File: src/rtl/c1571_sd_responder.sv
`default_nettype none
// ============================================================================
//  Module   : c1571_sd_responder
//  Purpose  : Serves 512-byte block read/write requests from a disk-drive core
//             out of a byte-wide backing image memory. Requests outside the
//             image are acknowledged normally: reads return zeros, writes are
//             dropped, and err pulses at the end of the transfer.
//  Ports    : clk, reset       - clock, synchronous active-high reset
//             sd_lba/rd/wr     - block request (rd wins when both are high)
//             sd_ack           - high for the whole transfer (514 cycles)
//             sd_buff_*        - requester buffer side (addr, dout, din, wr)
//             img_blocks       - image size in 512-byte blocks
//             mem_*            - backing memory (addr, rd, dout, wr, din)
//             err              - 1-cycle pulse ending an out-of-range transfer
//  Revision : 1.0 - initial release
// ============================================================================
module c1571_sd_responder #(
  parameter int ADDR_W = 19
) (
  input  logic              clk,
  input  logic              reset,
  input  logic [31:0]       sd_lba,
  input  logic              sd_rd,
  input  logic              sd_wr,
  output logic              sd_ack,
  output logic [8:0]        sd_buff_addr,
  output logic [7:0]        sd_buff_dout,
  input  logic [7:0]        sd_buff_din,
  output logic              sd_buff_wr,
  input  logic [15:0]       img_blocks,
  output logic [ADDR_W-1:0] mem_addr,
  output logic              mem_rd,
  input  logic [7:0]        mem_dout,
  output logic              mem_wr,
  output logic [7:0]        mem_din,
  output logic              err
);

  localparam logic [9:0] c_LAST_K = 10'd512;

  typedef enum logic [2:0] {
    IDLE    = 3'd0,
    RD_XFER = 3'd1,
    WR_XFER = 3'd2,
    FINISH  = 3'd3,
    RELEASE = 3'd4
  } state_t;

  state_t      r_state;
  logic [9:0]  r_k;
  logic [31:0] r_lba;

  always_ff @(posedge clk) begin
    if (reset) begin
      r_state <= IDLE;
      r_k     <= 10'd0;
      r_lba   <= 32'd0;
    end else begin
      case (r_state)
        IDLE: begin
          r_k <= 10'd0;
          if (sd_rd) begin
            r_lba   <= sd_lba;
            r_state <= RD_XFER;
          end else if (sd_wr) begin
            r_lba   <= sd_lba;
            r_state <= WR_XFER;
          end
        end
        RD_XFER, WR_XFER: begin
          if (r_k == c_LAST_K) begin
            r_k     <= 10'd0;
            r_state <= FINISH;
          end else begin
            r_k <= r_k + 10'd1;
          end
        end
        FINISH:  r_state <= RELEASE;
        // A request still held from the finished transfer must drop first,
        // otherwise the same level would start a second transfer.
        RELEASE: if (!sd_rd && !sd_wr) r_state <= IDLE;
        default: r_state <= IDLE;
      endcase
    end
  end

  // All strobes decode from the state/counter registers, so each strobe is
  // aligned with the counter value that produced it and drops to zero
  // together with the registers on reset.
  logic              w_oor;
  logic              w_in_rd;
  logic              w_in_wr;
  logic              w_rd_fetch;
  logic              w_rd_strobe;
  logic              w_wr_strobe;
  logic [8:0]        w_k_lo;
  logic [8:0]        w_k_m1;
  logic [ADDR_W-1:0] w_base;
  logic [ADDR_W-1:0] w_offset;

  assign w_oor       = r_lba >= {16'd0, img_blocks};
  assign w_in_rd     = (r_state == RD_XFER);
  assign w_in_wr     = (r_state == WR_XFER);
  assign w_k_lo      = r_k[8:0];
  // At k=512 the low bits are 0, so k-1 wraps to 511 as required.
  assign w_k_m1      = w_k_lo - 9'd1;
  assign w_rd_fetch  = w_in_rd && (r_k < c_LAST_K);
  assign w_rd_strobe = w_in_rd && (r_k != 10'd0);
  assign w_wr_strobe = w_in_wr && (r_k != 10'd0);
  assign w_base      = {r_lba[ADDR_W-10:0], 9'd0};
  assign w_offset    = {{(ADDR_W-9){1'b0}}, (w_rd_fetch ? w_k_lo : w_k_m1)};

  // Reads fetch one cycle ahead of the buffer strobe (memory latency 1);
  // writes trail the buffer address by one cycle (requester latency 1).
  assign mem_addr     = (w_rd_fetch || w_wr_strobe) ? (w_base + w_offset) : '0;
  assign mem_rd       = w_rd_fetch && !w_oor;
  assign mem_wr       = w_wr_strobe && !w_oor;
  assign mem_din      = mem_wr ? sd_buff_din : 8'd0;
  assign sd_ack       = (r_state == RD_XFER) || (r_state == WR_XFER) ||
                        (r_state == FINISH);
  assign sd_buff_wr   = w_rd_strobe;
  assign sd_buff_addr = w_rd_strobe ? w_k_m1 :
                        (w_in_wr && (r_k < c_LAST_K)) ? w_k_lo : 9'd0;
  assign sd_buff_dout = (w_rd_strobe && !w_oor) ? mem_dout : 8'd0;
  assign err          = (r_state == FINISH) && w_oor;

endmodule
`default_nettype wire
File: config.mk
export PLATFORM = sky130hd
export DESIGN_NAME = c1571_sd_responder
export DESIGN_NICKNAME = d
export VERILOG_FILES = /design/src/rtl/c1571_sd_responder.sv
export SDC_FILE = /design/constraint.sdc
export NUM_CORES = 1
export LEC_CHECK = 0
export CAP_MARGIN = 20
export CORE_UTILIZATION = 47
export CTS_CLUSTER_DIAMETER = 120
export DETAILED_ROUTE_END_ITERATION = 7
export PLACE_DENSITY = 0.86
export SLEW_MARGIN = 15
export SYNTH_ARGS = -nofsm -noshare
export SYNTH_HDL_FRONTEND = slang
export SYNTH_SLANG_ARGS = --single-unit
File: constraint.sdc
create_clock -name clk -period 9.05 [get_ports clk]
set_clock_uncertainty 0.15 [all_clocks]
set_input_delay 2.715 -clock clk [delete_from_list [all_inputs] [get_ports clk]]
set_output_delay 2.715 -clock clk [all_outputs]
set_load 0.1 [all_outputs]
Word level (Yosys, flattened, before mapping)
Cells that the tools add are included.
{ "totals": {"output_inout_bits": 49, "inputBits": 68, "register_bits": 45, "elab_cells": 53} }
{ "op_classes": {"n_lt_le_gt_ge": 2, "n_reduce_logical": 22, "n_addsub": 3, "n_eq_ne": 8, "n_mux": 15} }
{ "op_table": {"columns": ["op", "n"], "rows": [
  ["$mux W32", 2],
  ["$ge A32 B16 Y1", 1],
  ["$mux W9", 3],
  ["$pmux W10 S2", 1],
  ["$add A19 B9 Y19", 1],
  ["$mux W19", 1],
  ["$mux W8", 2],
  ["$mux W3", 4],
  ["$pmux W3 S4", 1],
  ["$add A10 B1 Y10 const B", 1],
  ["$eq A10 B10 Y1 const B", 1],
  ["$lt A10 B10 Y1 const B", 1],
  ["$mux W10", 1],
  ["$reduce_bool A10 Y1", 1],
  ["$logic_and A1 B1 Y1", 9],
  ["$sub A9 B1 Y9 const B", 1],
  ["$eq A3 B2 Y1 const B", 2],
  ["$ne A2 B2 Y1 const B", 2],
  ["$reduce_bool A2 Y1", 2],
  ["$eq A3 B1 Y1 const B", 1],
  ["$eq A3 B3 Y1 const B", 1],
  ["$logic_not A1 Y1", 3],
  ["$logic_not A3 Y1", 1],
  ["$logic_or A1 B1 Y1", 3],
  ["other kinds (4)", 4]
]} }

Logic depth before layout (Yosys ltp)
Gate-level depths: netlist of the first run.
{ "logic_depth": {"ltp_word": 5, "depth_mapped": 10, "depth_no_buf": 7} }

Worst setup path before layout of the first run
Ideal clock, no wire load.
{ "synth_timing": {"path_kind": "input to output", "startpoint": "in img_blocks[0]", "endpoint": "out mem_din[0]", "t_required_ns": 6.185, "t_arrival_ns": 5.093, "cell_stages": 7, "slack_ns": 1.092, "path_buffers": 1, "path_cell_list": "ha_1 -> nand2b_1 -> a2111oi_0 -> o31ai_1 -> a2111oi_4 -> buf_6 -> and3_1"} }
{ "synth_via": {"elab_chain_cells": 4} }
{ "synth_rtl": {"columns": ["item", "line_no", "rtl"], "rows": [
  ["start, declared", "30", "input logic [15:0] img_blocks,"],
  ["$ge A32 B16 Y1", "101", "assign w_oor = r_lba >= {16'd0, img_blocks};"],
  ["$logic_not A1 Y1", "117", "assign mem_wr = w_wr_strobe && !w_oor;"],
  ["$logic_and A1 B1 Y1", "117", null],
  ["$mux W8", "118", "assign mem_din = mem_wr ? sd_buff_din : 8'd0;"],
  ["end, declared", "35", "output logic [7:0] mem_din,"]
]} }
Every way passes these cells.

Worst setup path in the final report of the first run
{ "layout_timing": {"startpoint": "in img_blocks[0]", "endpoint": "out mem_din[7]"} }
Same word-level chain as after synthesis.

==> results.toml, run 1 <==
[floorplan]
fp.coreArea_um2 = 5960
initial_utilization = 0.489
pin_count = 117
die_w_um = 80.7
placementRows = 28
die_h_um = 80.7
die_area_um2 = 6510

[synth]
synth_flop_cell = "dfxtp_1"
seq_area_frac_synth = 0.309
netlist_area_um2 = 2910
yosys_warnings = 0
ys_types = 48
synth_cells = 404
synth-seq-cells = 45
synth_edf_count = 0
async_flop_share = 0
syn-num-nets = 490
avgSynthCellArea_um2 = 7.21

[clocking]
clk_pin_slew_ns = 0.09
cts-resized-gates = 0
cts.sinks = 45
cts_tree = "yes"
cts_htree_levels = 2
cts_setup_buffers = 0
cts-root-buf = "clkbuf_8"
cts_buffers = 5
ctsHoldBuffers = 0
clock_latency_ns = 0.29
clk_path_buf_depth = 2

[setup_path]
r2r_slack_ns = 6.25
worstPathRequired_ns = 6.19
path_class = "input port to output pin"
critPathCaptureType = "output pin"
cp_max_fo = 19
r2r_end = "r_k[6]"
r2r_start = "r_k[0]"
start_kind = "input port"
reg2regPathDepth = 7
worstPathArrival_ns = 5.47

[global_routing]
grt_pass1_vias = 2823
grt_usage = 0.259
grt_overflow = 0
antenna_found_initial = 0
grt_pass1_wl_um = 13100
grt_max_degree = 42

[min_path]
worstHoldStart = "r_lba[20]"
worstHoldPathCells = 2
holdPathEnd = "r_lba[20]"
hold_class = "flip-flop to flip-flop"

[cells_and_area]
stdcell_area_um2 = 4380
diodes = 0
layout_common_cells = "clkdlybuf4s50_1, nand2_1, a21oi_1, dfxtp_1, nor2_1"
drive_gt1_frac = 0.0980
fin_util = 0.736
fin_nets = 585
layout_commonest_cell = "clkdlybuf4s50_1"
area_growth_pct = 50.5

[sta]
hold_viol = 0
fin_hold_ws_ns = 0.309
min_period_over_period = 0.921
finalMaxSlewViolations = 0
setup_viol = 0
fin_tns_setup_ns = 0
period_minus_slack_ns = 8.34
tightestPinTransition_ns = 1.00
timing.fmax_mhz = 120
maxSlewHeadroom = 0.328
rsz0062_at_grt = "false"

[power]
switching_share = 0.381
clock_power_share = 0.272
total_power_uw = 672
worst_ir_drop_vdd_v = 0.000127
p_int_uw = 416
switchingPower_uw = 256
power_frac_comb = 0.388
powerDensity_nw_per_um2 = 153
leakage_nw = 1.83
power_frac_seq = 0.340

[routing]
ant_nets = 0
routed_via_density = 5.52
drcViolationCount = 0
wl_per_cell_um = 14.6
drt_pass1_iterations = 4
drt_wl_total_um = 8390
first_iter_violations = 185
num_vias = 3173

[status]
outcome = "complete, no violations"

[place]
gp_congestion = 0.867
place_area_um2 = 4240
hpwl_um = 6420
numPortBuffers = 116

[run]
drv_cap = 0
-- worst max-delay path by stage --
| stage | slack, ns | startpoint | cells past startpoint | to |
|---|---|---|---|---|
| after floorplan | 1.09 | img_blocks[0] | 7 | mem_din[0] |
| after global placement | 0.78 | img_blocks[0] | 8 | mem_din[7] |
| after detailed placement | 0.75 | img_blocks[0] | 8 | mem_din[7] |
| after CTS | 0.72 | img_blocks[0] | 8 | mem_din[7] |
| after global routing | 0.49 | img_blocks[0] | 8 | mem_din[7] |
| final | 0.71 | img_blocks[0] | 8 | mem_din[7] |
-- layer usage --
metal,vias to the layer above,track usage,routed length [um]
met5,-,0,0
met4,0,0.0911,223
met3,17,0.0625,655
met2,124,0.458,4160
met1,1464,0.302,3340
li1,1568,-,-
-- kinds of logic after synthesis --
| group | Yosys count | share of synthesized area |
|---|---|---|
| AND/OR/NAND/NOR | 185 | 0.310 |
| adder cells (fa/ha/maj) | 18 | 0.0774 |
| buffers and inverters | 52 | 0.0713 |
| AO/OA/AOI/OAI | 97 | 0.211 |
| XOR/XNOR | 6 | 0.0180 |
| multiplexers | 1 | 0.00344 |
| flip-flops | 45 | 0.309 |
-- layout make-up --
cell class                      count  area (um2)
Fill cell                         466        1570
Clock buffer                        5        68.8
Inverter                           21        78.8
Clock inverter                      3        68.8
Multi-Input combinational cell    307        1810
Timing Repair Buffer              119        1370
Tap cell                           75        93.8
Sequential cell                    45         901
-- metrics by stage --
step | std cells | setup WS (ns)
after global routing | 575 | 0.488
after global placement | 566 | 0.782
after CTS | 575 | 0.719
after detailed placement | 567 | 0.753
after floorplan | 404 | 1.09
final | 575 | 0.715
-- critical path: stages --
cell and delay [ns]:
clkdlybuf4s50_1 0.40, ha_1 0.28, nand2b_1 0.14, a2111oi_0 0.41
o31ai_1 0.19, a2111oi_4 0.81, and3_2 0.35, buf_12 0.18
-- registers in the layout, summed over array words and instances (netlist names) --
name	flops
r_lba	32
r_state	3
r_k	10
-- cell usage after synthesis (3+ instances only) --
library cell	n	area share
nand2_1	81	0.10
a21oi_1	46	0.079
dfxtp_1	45	0.31
nor2_1	31	0.040
clkbuf_1	25	0.032
inv_1	21	0.027
o21ai_0	21	0.036
ha_1	18	0.077
nor2b_1	13	0.028
and3_1	10	0.021
and3_2	9	0.023
a21o_1	7	0.018
nor3b_1	6	0.015
xnor2_1	6	0.018
nand4_1	5	0.011
nor3_1	5	0.0086
buf_2	4	0.0069
nor4_1	4	0.0086
nand2b_1	3	0.0064
nand3_1	3	0.0052
o22a_1	3	0.0090
o41ai_1	3	0.0090
-- power by group through the flow --
| stage | registers [mW] | logic, mW | clock network (mW) |
|---|---|---|---|
| 3_5_place_dp | 0.233 | 0.259 | 0 |
| 3_3_place_gp | 0.232 | 0.252 | 0 |
| 2_1_floorplan | 0.226 | 0.190 | 0 |
| 4_1_cts | 0.229 | 0.261 | 0.185 |
| 5_1_grt | 0.232 | 0.279 | 0.196 |
| 6_report | 0.229 | 0.260 | 0.183 |
Power figures use the tool's default switching activity.
==> inputs of run 2 (changes only) <==
- clock period: 9.05 -> 10.4 ns (I/O delays scaled with it)
==> results.toml, run 2 (synthesized netlist as in run 1, its figures left out) <==
[global_routing]
grt_max_degree = 42
grt_usage = 0.242
grt_pass1_vias = 2661
antenna_found_initial = 0
grt_pass1_wl_um = 12300
grt_overflow = 0

[clocking]
cts.sinks = 45
clock_latency_ns = 0.30
cts_htree_levels = 2
cts-resized-gates = 0
clk_path_buf_depth = 2
ctsHoldBuffers = 0
cts-root-buf = "clkbuf_8"
cts_setup_buffers = 0
cts_buffers = 5
cts_tree = "yes"
clk_pin_slew_ns = 0.08

[place]
hpwl_um = 5960
place_area_um2 = 4020
numPortBuffers = 116
gp_congestion = 0.865
pre_cts_ws_ns = 1.22

[floorplan]
die_area_um2 = 6510
fp.coreArea_um2 = 5960
placementRows = 28
die_w_um = 80.7
die_h_um = 80.7
initial_utilization = 0.489
pin_count = 117

[power]
power_frac_comb = 0.400
powerDensity_nw_per_um2 = 135
switchingPower_uw = 217
switching_share = 0.389
power_frac_seq = 0.356
total_power_uw = 559
p_int_uw = 342
worst_ir_drop_vdd_v = 0.000116
leakage_nw = 1.77
clock_power_share = 0.244

[routing]
num_vias = 3101
drcViolationCount = 0
first_iter_violations = 220
drt_wl_total_um = 7880
drt_pass1_iterations = 4
wl_per_cell_um = 13.7
routed_via_density = 5.39
ant_nets = 0

[setup_path]
cp_max_fo = 19
critPathCaptureType = "output pin"
r2r_start = "r_k[0]"
reg2regPathDepth = 7
crit_chain = "clkdlybuf4s50_1 > ha_1 > nand2b_1 > a2111oi_0 > o31ai_1 > a2111oi_4 > and3_2 > buf_4"
r2r_end = "r_k[5]"
worstPathRequired_ns = 7.13
path_class = "input port to output pin"
r2r_slack_ns = 7.63
start_kind = "input port"
worst_path_largest_cell_delay_ns = 0.80
worstPathArrival_ns = 5.94
cp_slowest_cell = "a2111oi_4"

[cells_and_area]
area_growth_pct = 42.2
layout_common_cells = "clkdlybuf4s50_1, nand2_1, a21oi_1, dfxtp_1, nor2_1"
diodes = 0
largest_reg_flops = 32
fillers = 501
regMostFlops = "r_lba"
layout_commonest_cell = "clkdlybuf4s50_1"
reg.largest.list = "r_lba (32), r_k (10), r_state (3)"
fin_nets = 585
stdcell_area_um2 = 4140
drive_gt1_frac = 0.0980

[sta]
setup_viol = 0
min_period_over_period = 0.885
hold_viol = 0
tightestPinTransition_ns = 0.991
timing.fmax_mhz = 109
rsz0062_at_grt = "false"
fin_tns_setup_ns = 0
fin_hold_ws_ns = 0.309
layout_setup_ws_ns = 1.19
period_minus_slack_ns = 9.21
finalMaxSlewViolations = 0
maxSlewHeadroom = 0.337

[min_path]
holdPathEnd = "r_lba[22]"
worstHoldPathCells = 2
hold_class = "flip-flop to flip-flop"
worstHoldStart = "r_lba[22]"

[status]
outcome = "complete, no violations"

[run]
drv_cap = 0
[run 2: cell count changes in the layout (fill, tap and decap cells not counted), sizes merged]
cell / before / now
inv: 22 / 21
bufinv: 2 / 1
clkbuf: 5 / 6
clkinvlp: 0 / 1
[run 2: routing by layer]
layer / share of wire / global-route usage / routed length, um / vias to the layer above
li1: - / - / - / 1567
met1: 0.41 / 0.277 / 3250 / 1402
met2: 0.48 / 0.431 / 3800 / 116
met3: 0.082 / 0.0636 / 643 / 16
met4: 0.024 / 0.0839 / 186 / 0
met5: 0 / 0 / 0 / -
[run 2: how the worst max path moves through the flow]
| stage | start | end | slack, ns | cells past startpoint |
|---|---|---|---|---|
| floorplan | img_blocks[0] | mem_din[0] | 1.63 | 7 |
| global placement | img_blocks[0] | mem_din[7] | 1.26 | 8 |
| detailed placement | img_blocks[0] | mem_din[7] | 1.22 | 8 |
| CTS | img_blocks[0] | mem_din[7] | 1.19 | 8 |
| global route | img_blocks[0] | mem_din[7] | 1.01 | 8 |
| finish | img_blocks[0] | mem_din[7] | 1.19 | 8 |
[run 2: metrics by stage]
| step | instances | utilization |
|---|---|---|
| after floorplan | 404 | - |
| after global placement | 566 | 0.673 |
| after detailed placement | 567 | 0.675 |
| after CTS | 575 | 0.695 |
| after global routing | 575 | 0.695 |
| final | 575 | 0.695 |
[run 2: power by group through the flow]
stage	Combinational (mW)	Sequential (mW)	Clock (mW)
after detailed placement	0.223	0.203	0
after CTS	0.224	0.199	0.139
after global routing	0.241	0.201	0.148
after global placement	0.218	0.202	0
final	0.224	0.199	0.136
after floorplan	0.165	0.197	0
[run 2: critical path: cells and delay by family]
kind                       cells  cell delay, ns
and+or+nand+nor                2            0.45
adders and majority gates      1            0.28
AOI/OAI and AO/OA              3            1.40
buffers and inverters          2            0.69
[run 2: area by class of cell]
class                      count  area, um2  share of cell area
multi-input combinational    307       1810               0.436
clock buffer                   6       82.6              0.0200
inverter                      21       78.8              0.0190
tap                           75       93.8              0.0227
clock inverter                 2       37.5             0.00907
sequential                    45        901               0.218
timing repair buffer         119       1140               0.275
